**src/rtl/fetch_queue_if.sv**
```systemverilog
// fetch_queue_if: handshake bundle between the IF stage, the fetch queue and ID.
// The master side is the IF/ID environment and the slave side is the queue.
// The DEPTH parameter must match the attached fetch_queue so that count lines up.
interface fetch_queue_if #(
    parameter int DEPTH = 2
) ();
    localparam int CW = $clog2(DEPTH) + 1;

    logic          flush;
    logic          in_valid;
    logic          in_ready;
    logic [31:0]   in_pc;
    logic [31:0]   in_instr;
    logic          out_valid;
    logic          out_ready;
    logic [31:0]   out_pc;
    logic [31:0]   out_instr;
    logic [4:0]    out_exccode;
    logic          out_bd;
    logic [CW-1:0] count;

    modport master (
        output flush, in_valid, in_pc, in_instr, out_ready,
        input  in_ready, out_valid, out_pc, out_instr, out_exccode, out_bd, count
    );

    modport slave (
        input  flush, in_valid, in_pc, in_instr, out_ready,
        output in_ready, out_valid, out_pc, out_instr, out_exccode, out_bd, count
    );
endinterface

```
**src/rtl/fetch_queue.sv**
```systemverilog
// fetch_queue: circular buffer of {PC, instruction} pairs between IF and ID.
// Illegal fetch addresses are tagged with an AdEL ExcCode at enqueue time and
// the instruction word is replaced by a nop. in_ready feeds the PC enable.
// Optional macro FETCH_QUEUE_BD_TRACK_EN adds per-entry branch-delay-slot tracking;
// without it out_bd is tied to 0.
module fetch_queue #(
    parameter int          DEPTH     = 2,
    parameter logic [31:0] PC_LO     = 32'h0000_3000,
    parameter logic [31:0] PC_HI     = 32'h0000_6FFC,
    parameter logic [4:0]  ADEL_CODE = 5'd4
) (
    input  logic         clk,
    input  logic         reset,
    fetch_queue_if.slave q
);
    localparam int AW = $clog2(DEPTH);
    localparam int CW = AW + 1;

    logic [31:0]   pc_mem_r    [DEPTH];
    logic [31:0]   instr_mem_r [DEPTH];
    logic [4:0]    exc_mem_r   [DEPTH];
    logic [AW-1:0] wr_ptr_r;
    logic [AW-1:0] rd_ptr_r;
    logic [CW-1:0] count_r;

    logic          enq_s;
    logic          deq_s;
    logic          bad_addr_s;
    logic [31:0]   st_instr_s;
    logic [4:0]    st_exc_s;

`ifdef FETCH_QUEUE_BD_TRACK_EN
    logic          bd_mem_r [DEPTH];
    logic          prev_branch_r;

    // True for every jump/branch whose following instruction sits in a delay slot.
    function automatic logic is_branch(input logic [31:0] instr);
        logic res;
        case (instr[31:26])
            6'b000001, 6'b000010, 6'b000011, 6'b000100,
            6'b000101, 6'b000110, 6'b000111: res = 1'b1;
            6'b000000: res = (instr[5:0] == 6'b001000) || (instr[5:0] == 6'b001001);
            default:   res = 1'b0;
        endcase
        return res;
    endfunction
`endif

    // Handshake qualification; flush suppresses both sides of the transfer.
    assign q.in_ready  = (count_r != CW'(DEPTH));
    assign q.out_valid = (count_r != {CW{1'b0}});
    assign enq_s       = q.in_valid & q.in_ready & ~q.flush;
    assign deq_s       = q.out_valid & q.out_ready & ~q.flush;
    assign q.count     = count_r;

    // Head entry is presented straight from storage; stale when empty.
    assign q.out_pc      = pc_mem_r[rd_ptr_r];
    assign q.out_instr   = instr_mem_r[rd_ptr_r];
    assign q.out_exccode = exc_mem_r[rd_ptr_r];
`ifdef FETCH_QUEUE_BD_TRACK_EN
    assign q.out_bd      = bd_mem_r[rd_ptr_r];
`else
    assign q.out_bd      = 1'b0;
`endif

    // Address legality check and the values written into the new entry.
    always_comb begin
        bad_addr_s = (q.in_pc[1:0] != 2'b00) || (q.in_pc < PC_LO) || (q.in_pc > PC_HI);
        st_instr_s = q.in_instr;
        st_exc_s   = 5'd0;
        if (bad_addr_s) begin
            st_instr_s = 32'h0000_0000;
            st_exc_s   = ADEL_CODE;
        end else begin
            st_instr_s = q.in_instr;
            st_exc_s   = 5'd0;
        end
    end

    // Pointer and occupancy bookkeeping: reset, then flush, then enq/deq.
    always_ff @(posedge clk) begin
        if (reset || q.flush) begin
            wr_ptr_r <= {AW{1'b0}};
            rd_ptr_r <= {AW{1'b0}};
            count_r  <= {CW{1'b0}};
        end else begin
            if (enq_s) begin
                wr_ptr_r <= wr_ptr_r + AW'(1);
            end
            if (deq_s) begin
                rd_ptr_r <= rd_ptr_r + AW'(1);
            end
            case ({enq_s, deq_s})
                2'b10:   count_r <= count_r + CW'(1);
                2'b01:   count_r <= count_r - CW'(1);
                default: count_r <= count_r;
            endcase
        end
    end

    // Entry storage: cleared on reset, written at wr_ptr on enqueue, kept on flush.
    always_ff @(posedge clk) begin
        if (reset) begin
            for (int i = 0; i < DEPTH; i++) begin
                pc_mem_r[i]    <= 32'h0000_0000;
                instr_mem_r[i] <= 32'h0000_0000;
                exc_mem_r[i]   <= 5'd0;
            end
        end else if (enq_s) begin
            pc_mem_r[wr_ptr_r]    <= q.in_pc;
            instr_mem_r[wr_ptr_r] <= st_instr_s;
            exc_mem_r[wr_ptr_r]   <= st_exc_s;
        end
    end

`ifdef FETCH_QUEUE_BD_TRACK_EN
    // Delay-slot tracking: each entry inherits whether its predecessor was a branch.
    always_ff @(posedge clk) begin
        if (reset) begin
            prev_branch_r <= 1'b0;
            for (int i = 0; i < DEPTH; i++) begin
                bd_mem_r[i] <= 1'b0;
            end
        end else if (q.flush) begin
            prev_branch_r <= 1'b0;
        end else if (enq_s) begin
            bd_mem_r[wr_ptr_r] <= prev_branch_r;
            prev_branch_r      <= is_branch(st_instr_s);
        end
    end
`endif
endmodule

```
**src/flat_wrapper.sv**
```systemverilog
// flat-port wrapper written by rule: the top's interface ports become plain ports
module fetch_queue_flat 
#(
    parameter int          DEPTH     = 2,
    parameter logic [31:0] PC_LO     = 32'h0000_3000,
    parameter logic [31:0] PC_HI     = 32'h0000_6FFC,
    parameter logic [4:0]  ADEL_CODE = 5'd4
)
  (clk, reset, q_flush, q_in_valid, q_in_pc, q_in_instr, q_out_ready, q_in_ready, q_out_valid, q_out_pc, q_out_instr, q_out_exccode, q_out_bd, q_count);
  fetch_queue_if #(.DEPTH(DEPTH)) q_i ();
  input  logic clk;
  input  logic reset;
  input wire logic [$bits(q_i.flush)-1:0] q_flush;
  input wire logic [$bits(q_i.in_valid)-1:0] q_in_valid;
  input wire logic [$bits(q_i.in_pc)-1:0] q_in_pc;
  input wire logic [$bits(q_i.in_instr)-1:0] q_in_instr;
  input wire logic [$bits(q_i.out_ready)-1:0] q_out_ready;
  output wire logic [$bits(q_i.in_ready)-1:0] q_in_ready;
  output wire logic [$bits(q_i.out_valid)-1:0] q_out_valid;
  output wire logic [$bits(q_i.out_pc)-1:0] q_out_pc;
  output wire logic [$bits(q_i.out_instr)-1:0] q_out_instr;
  output wire logic [$bits(q_i.out_exccode)-1:0] q_out_exccode;
  output wire logic [$bits(q_i.out_bd)-1:0] q_out_bd;
  output wire logic [$bits(q_i.count)-1:0] q_count;
  assign q_i.flush = q_flush;
  assign q_i.in_valid = q_in_valid;
  assign q_i.in_pc = q_in_pc;
  assign q_i.in_instr = q_in_instr;
  assign q_i.out_ready = q_out_ready;
  assign q_in_ready = q_i.in_ready;
  assign q_out_valid = q_i.out_valid;
  assign q_out_pc = q_i.out_pc;
  assign q_out_instr = q_i.out_instr;
  assign q_out_exccode = q_i.out_exccode;
  assign q_out_bd = q_i.out_bd;
  assign q_count = q_i.count;
  fetch_queue #(.DEPTH(DEPTH), .PC_LO(PC_LO), .PC_HI(PC_HI), .ADEL_CODE(ADEL_CODE)) u_core (.clk(clk), .reset(reset), .q(q_i));
endmodule
```
**config.mk**
```make
export PLATFORM = sky130hd
export DESIGN_NAME = fetch_queue_flat
export DESIGN_NICKNAME = d
export VERILOG_FILES = /design/src/rtl/fetch_queue_if.sv /design/src/rtl/fetch_queue.sv /design/src/flat_wrapper.sv
export SDC_FILE = /design/constraint.sdc
export NUM_CORES = 1
export LEC_CHECK = 0
export CAP_MARGIN = 40
export CORE_AREA = 4 4 118 120
export DETAILED_ROUTE_END_ITERATION = 16
export DIE_AREA = 0 0 122 124
export PLACE_DENSITY = 0.79
export SYNTH_ARGS = -nofsm -noshare
export SYNTH_HDL_FRONTEND = slang
export SYNTH_SLANG_ARGS = --single-unit
```
**constraint.sdc**
```tcl
create_clock -name clk -period 8.9 [get_ports clk]
set_input_delay 2.225 -clock clk [delete_from_list [all_inputs] [get_ports clk]]
set_output_delay 2.225 -clock clk [all_outputs]
set_load 0.01 [all_outputs]
```
**After elaboration in Yosys (flattened, before gate mapping)**

Memory sizes are Yosys's and may differ from the RTL's. A register that Yosys moved wholly into a read port is not among the register bits.
Index checks and enable logic that the tools add are counted.

- Memories kept: 3
- Logic and storage cells: 52
- Bits in writable memories: 134
- Register bits after elaboration: 4
- Output and inout bits: 74
- Input port bits: 69

Memory list:

| memory | words | bits a word | rd ports | clocked after memory_dff | wr ports | RTL line | source |
|---|---|---|---|---|---|---|---|
| u_core.instr_mem_r | 2 | 32 | 1 | 1 | 2 | fetch_queue.sv:20 | `logic [31:0] instr_mem_r [DEPTH];` |
| u_core.pc_mem_r | 2 | 32 | 1 | 1 | 2 | fetch_queue.sv:19 | `logic [31:0] pc_mem_r [DEPTH];` |
| u_core.exc_mem_r | 2 | 3 | 1 | 1 | 2 | fetch_queue.sv:21 | `logic [4:0] exc_mem_r [DEPTH];` |

- Muxes and demuxes: 23
- Reductions and logical operators: 9
- Eq/ne operators: 3
- Order comparisons: 2
- Bitwise logic cells: 5
- Add/subtract/negate cells: 4

Operators with widths:

| cell | number |
|---|---|
| $mux W32 | 3 |
| $reduce_or A32 Y1 | 2 |
| $gt A32 B15 Y1 const B | 1 |
| $lt A32 B14 Y1 const B | 1 |
| $mux W1 | 17 |
| $mux W3 | 2 |
| $reduce_bool A2 Y1 | 3 |
| $and A1 B1 Y1 | 4 |
| $pmux W2 S2 | 1 |
| $logic_or A1 B1 Y1 | 3 |
| $reduce_or A3 Y1 | 1 |
| $add A1 B1 Y1 const B | 2 |
| $add A2 B1 Y2 const B | 1 |
| $eq A2 B1 Y1 const B | 1 |
| $eq A2 B2 Y1 const B | 1 |
| $ne A2 B2 Y1 const B | 1 |
| $sub A2 B1 Y2 const B | 1 |
| $not A1 Y1 | 1 |

**Logic depth before layout (Yosys ltp)**

Gate-level depths: netlist of the first run.

- Depth after elaboration: 8
- Mapped depth: 7
- Gate-level depth less buffers: 7

**Worst setup path before layout of the first run**

No wires, ideal clock.

- Path type: input -> register
- Start point: in q_in_valid
- End point: mem u_core.exc_mem_r[0][2] (netlist name), enable pin
- Arrival time: 7.197 ns
- Path slack: 1.126 ns
- Data required time: 8.322 ns
- Path buffers: 0
- Stages on the path: 3
- Library setup time: 0.578 ns
- Path through: nand2_1 -> or2_2 -> o21ai_0

RTL lines:

| item | RTL line | source |
|---|---|---|
| from (decl) | flat_wrapper.sv:14 | `input wire logic [$bits(q_i.in_valid)-1:0] q_in_valid;` |
| to (decl) | fetch_queue.sv:21 |  |

==> results.sh, run 1 <==
export IMPL_run_status="completed"
export IMPL_ys_ff_latch=135
export IMPL_core_area_um2=13000
export IMPL_path_buf_inv=2
export IMPL_netlist_instances=397
export IMPL_slowest_delay_ps=570
export IMPL_maxSlewViolCount=0
export IMPL_ctsResizeCount=0
export IMPL_antenna_cells=0
export IMPL_syn_to_final_growth_pct=35.7
export IMPL_worst_setup_path_end_kind="output pin"
export IMPL_holdBufCountCts=0
export IMPL_setup_ws_ps=4500
export IMPL_post_place_ws_ps=4450
export IMPL_fp_dieW_um=122
export IMPL_grt_pass1_vias=3732
export IMPL_die_h_um=124
export IMPL_timing_rr_end="u_core.instr_mem_r[0][14]$_SDFFCE_PN0P_"
export IMPL_globalRouteOverflowTotal=0
export IMPL_ys_seq_area_share_pct=66.3
export IMPL_start_kind="flip-flop"
export IMPL_yosys_top_cells_count="edfxtp_1, and2_1, mux2_2, clkbuf_1, nor2_1"
export IMPL_ys_flop_type="edfxtp_1"
export IMPL_synth_edf_count=130
export IMPL_drc_errors=0
export IMPL_reg2regPathDepth=6
export IMPL_p_leak_uw=0.00306
export IMPL_pwr_density_cell_nw_per_um2=188
export IMPL_antenna_found_initial=0
export IMPL_cp_num_cells=3
export IMPL_grt_pass1_wl_um=18800
export IMPL_synth_area_um2=6040
export IMPL_synth_warning_count=0
export IMPL_cts_buffers=17
export IMPL_synth_cell_types=33
export IMPL_worstPathRequired_ps=6680
export IMPL_yosysTopAreaCell="edfxtp_1"
export IMPL_antenna_left=0
export IMPL_groute_usage_overall_pct=16.5
export IMPL_fmax_mhz=227
export IMPL_synth_top_area_share_pct=64.6
export IMPL_yosysMostFrequentCell="edfxtp_1"
export IMPL_crit_chain="buf_12 > mux2_2 > clkdlybuf4s50_1"
export IMPL_crit_family="buffers and inverters"
export IMPL_root_buffer="clkbuf_16"
export IMPL_detailed_place_hpwl_um=7930
export IMPL_drive_gt1_share_pct=21.7
export IMPL_drv_cap=0
export IMPL_grt_max_degree=59
export IMPL_fillers=985
export IMPL_avgSynthCellArea_um2=15.2
export IMPL_wl_um=11900
export IMPL_via_per_inst=4.88
export IMPL_dieArea_um2=15100
export IMPL_rrSetupSlack_ps=6710
export IMPL_drt_iter0_drc=248
export IMPL_maxSlewHeadroom_pct=64.7
export IMPL_period_share_pct=49.4
export IMPL_h_tree_depth=4
export IMPL_clockBufferDepth=2
export IMPL_clk_pin_slew_worst_paths_ps=60
export IMPL_rr_startpoint="u_core.q.count[0]$_SDFFE_PP0P_"
export IMPL_vias=3559
export IMPL_crit_type="flip-flop to output pin"
export IMPL_clkLatencyLatePin_ps=410
export IMPL_post_cts_buffers=0
export IMPL_firstDrtPassIters=4
export IMPL_nets=610
export IMPL_io_buffers=137
export IMPL_fin_crit_ps=4400
export IMPL_gp_congestion=0.841
export IMPL_final_hold_violation_count=0
export IMPL_cts_sinks=135
export IMPL_peakVddDrop_v=0.0000963
export IMPL_max_slew_worst_pin_slew_ps=527
export IMPL_num_rows=42
export IMPL_hp_start="u_core.rd_ptr_r$_SDFFE_PP0P_"
export IMPL_yosys_top_cells_area="edfxtp_1, and2_1, mux2_2"
export IMPL_detail_route_wl_per_cell_um=16.4
export IMPL_hp_class="flip-flop to flip-flop"
export IMPL_start_util_pct=46.5
export IMPL_tritoncts="yes"
export IMPL_ios=143
export IMPL_whs_path_depth=2
export IMPL_setup_violations=0
export IMPL_critPathSlowestCell="dfxtp_4"
export IMPL_fin_skew_ps=9.13
export IMPL_arrival_ps=2170
export IMPL_rsz0062_at_grt="false"
export IMPL_cp_max_fo=41
export IMPL_async_flop_share_pct=0
export IMPL_finalSetupTns_ps=0
## how the worst max path moves through the flow
stage | to | slack (ps) | from
6_report | q_out_instr[31] | 4500 | flip-flop
5_1_grt | q_out_instr[0] | 4390 | flip-flop
4_1_cts | q_out_instr[31] | 4450 | flip-flop
3_5_place_dp | u_core.instr_mem_r[0][10]$_SDFFCE_PN0P_ | 4450 | q_in_valid
3_3_place_gp | u_core.instr_mem_r[0][7]$_SDFFCE_PN0P_ | 4330 | q_in_valid
2_1_floorplan | u_core.exc_mem_r[0][2]$_SDFFCE_PN0P_ | 1130 | q_in_valid
## routing by layer
metal | vias to the layer above | GRT usage [%] | wire [µm]
met1 | 1730 | 20.1 | 4990
met4 | 0 | 5.25 | 111
met5 | - | 0 | 0
met2 | 115 | 28.1 | 6080
met3 | 11 | 5.22 | 751
li1 | 1703 | - | -
## where the power goes
part | internal, µW | switching [µW]
Sequential | 726 | 8.35
Clock | 390 | 274
Combinational | 81.2 | 58.0
Total | 1200 | 341
## logic make-up (layout without fill, tap and decap cells)
logic type / Yosys count / after routing / synth area share, %
multiplexers: 65 / 65 / 12.1
flip-flops: 135 / 135 / 66.3
buffers and inverters: 26 / 178 / 2.78
AND/OR/NAND/NOR: 160 / 160 / 17.5
other: 1 / 5 / 0.0621
adder cells (fa/ha/maj): 1 / 1 / 0.207
AO/OA/AOI/OAI: 5 / 5 / 0.456
XOR/XNOR: 4 / 4 / 0.580
## tightest hold or removal path, cell delays in order, from the launching register on
cell and delay [ps]:
dfxtp_1 330, xor2_1 80, nor2_1 90
## layout by cell type (no fill, tap or decap), types with 5 or more instances in the layout
master / instances
edfxtp_1: 130
nor2_1: 7
mux2_2: 65
conb_1: 5
clkbuf_16: 17
inv_6: 5
and2_1: 128
clkdlybuf4s50_1: 137
## final cells by class
type                            instances  area [µm²]  share of cell area [%]
Clock buffer                           17         425                    5.19
Clock inverter                         15         143                    1.74
Inverter                                1        3.75                  0.0458
Multi-Input combinational cell        240        1900                    23.2
Sequential cell                       135        4010                    48.9
Tap cell                              176         220                    2.69
Timing Repair Buffer                  145        1490                    18.2
## registers in the layout (all words and copies together) (netlist names), named ones only
signal and flops:
u_core.instr_mem_r 64, u_core.pc_mem_r 64, u_core.exc_mem_r 2, u_core.q.count 2
u_core.rd_ptr_r 1, u_core.wr_ptr_r 1
## through the flow
stage,area (µm²),cells,total power [µW],utilization (%),hold slack [ps]
after floorplan,6050,401,803,-,472
after global placement,7540,693,882,58.1,486
after detailed placement,7630,697,889,58.8,527
after CTS,8200,729,1550,63.1,545
after global routing,8200,729,1600,63.1,592
final,8200,729,1540,63.1,535
(Power assumes the default switching activity.)
==> run 2: changes to the inputs <==
==> constraint.sdc (replaced) <==
create_clock -name clk -period 4.5 [get_ports clk]
set_input_delay 1.125 -clock clk [delete_from_list [all_inputs] [get_ports clk]]
set_output_delay 1.125 -clock clk [all_outputs]
set_load 0.01 [all_outputs]
==> results.sh, run 2 (same netlist as run 1, synthesis figures left out) <==
export IMPL_top_regs="u_core.instr_mem_r: 64 flops, u_core.pc_mem_r: 64 flops"
export IMPL_grt_pass1_wl_um=18900
export IMPL_drv_cap=0
export IMPL_detailed_place_hpwl_um=7830
export IMPL_ctsResizeCount=0
export IMPL_final_hold_violation_count=0
export IMPL_dieArea_um2=15100
export IMPL_groute_usage_overall_pct=16.5
export IMPL_fmax_mhz=316
export IMPL_period_share_pct=70.4
export IMPL_finalSetupTns_ps=0
export IMPL_reg2regPathDepth=5
export IMPL_detail_route_wl_per_cell_um=16.6
export IMPL_start_util_pct=46.5
export IMPL_ios=143
export IMPL_hp_class="flip-flop to flip-flop"
export IMPL_syn_to_final_growth_pct=37.0
export IMPL_maxSlewHeadroom_pct=61.8
export IMPL_root_buffer="clkbuf_16"
export IMPL_vias=3547
export IMPL_worstPathRequired_ps=3380
export IMPL_via_per_inst=4.87
export IMPL_io_buffers=137
export IMPL_maxSlewViolCount=0
export IMPL_h_tree_depth=4
export IMPL_num_rows=42
export IMPL_max_slew_worst_pin_slew_ps=574
export IMPL_fillers=962
export IMPL_run_status="completed"
export IMPL_p_leak_uw=0.00310
export IMPL_holdBufCountCts=0
export IMPL_peakVddDrop_v=0.000216
export IMPL_wl_met3_um=641
export IMPL_fin_skew_ps=10.6
export IMPL_seq_area_um2=4010
export IMPL_antenna_found_initial=0
export IMPL_clk_pin_slew_worst_paths_ps=60
export IMPL_globalRouteOverflowTotal=0
export IMPL_start_kind="flip-flop"
export IMPL_layout_commonest_cell="clkdlybuf4s50_1"
export IMPL_antenna_cells=0
export IMPL_antenna_left=0
export IMPL_clockBufferDepth=2
export IMPL_grt_pass1_vias=3766
export IMPL_firstDrtPassIters=4
export IMPL_drt_iter0_drc=255
export IMPL_wl_um=12100
export IMPL_fin_crit_ps=3170
export IMPL_cts_sinks=135
export IMPL_clkLatencyLatePin_ps=400
export IMPL_worst_setup_path_end_kind="output pin"
export IMPL_rsz0062_at_grt="false"
export IMPL_final_cell_mix="clkdlybuf4s50_1, edfxtp_1, and2_1"
export IMPL_nets=610
export IMPL_met2WireLength_um=6140
export IMPL_die_h_um=124
export IMPL_post_cts_buffers=0
export IMPL_pwr_density_cell_nw_per_um2=393
export IMPL_holdWs_ps=516
export IMPL_crit_type="flip-flop to output pin"
export IMPL_arrival_ps=2040
export IMPL_whs_path_depth=2
export IMPL_cp_max_fo=61
export IMPL_cts_buffers=17
export IMPL_grt_max_degree=62
export IMPL_tritoncts="yes"
export IMPL_fp_dieW_um=122
export IMPL_setup_violations=0
export IMPL_drive_gt1_share_pct=21.5
export IMPL_core_area_um2=13000
export IMPL_drc_errors=0
export IMPL_gp_congestion=0.806
export IMPL_multi_input_area_um2=1910
export IMPL_routed_top_layer="met4"
export IMPL_wl_met1_um=5170
run 2: worst paths after layout:
kind	from	to	slack, ps
max	flip-flop	q_out_pc[8]	1330
min	u_core.rd_ptr_r$_SDFFE_PP0P_	flip-flop	520
max reg2reg	u_core.q.count[0]$_SDFFE_PP0P_	u_core.instr_mem_r[0][17]$_SDFFCE_PN0P_	2340
min reg2reg	u_core.rd_ptr_r$_SDFFE_PP0P_	flip-flop	520
run 2: through the flow:
stage | area, µm² | std cells | util [%] | power (µW) | setup slack (ps)
floorplan | 6060 | 401 | - | 1580 | 831
global placement | 7570 | 695 | 58.3 | 1750 | 1240
finish | 8270 | 729 | 63.7 | 3250 | 1330
CTS | 8270 | 729 | 63.7 | 3280 | 1320
detailed placement | 7610 | 697 | 58.7 | 1760 | 1190
global route | 8270 | 729 | 63.7 | 3350 | 1280
run 2: area by class of cell:
| type | instances | share of cell area (%) |
|---|---|---|
| Multi-Input combinational cell | 240 | 23.1 |
| Clock buffer | 21 | 5.57 |
| Clock inverter | 11 | 2.39 |
| Tap cell | 176 | 2.66 |
| Sequential cell | 135 | 48.4 |
| Inverter | 1 | 0.0454 |
| Timing Repair Buffer | 145 | 17.8 |
run 2: power breakdown:
| group | internal (µW) | switching, µW |
|---|---|---|
| sequential | 1440 | 15.3 |
| combinational | 158 | 116 |
| clock | 1020 | 510 |
| total | 2610 | 641 |
run 2: critical path: stages (launching register included):
cell and delay (ps):
dfxtp_4 400, buf_16 300, mux2_2 370, clkdlybuf4s50_1 520
run 2: metal layers:
layer / up-vias / global-route usage, %
li1: 1694 / -
met1: 1740 / 19.8
met2: 101 / 28.5
met3: 12 / 4.90
met4: 0 / 5.74
met5: - / 0
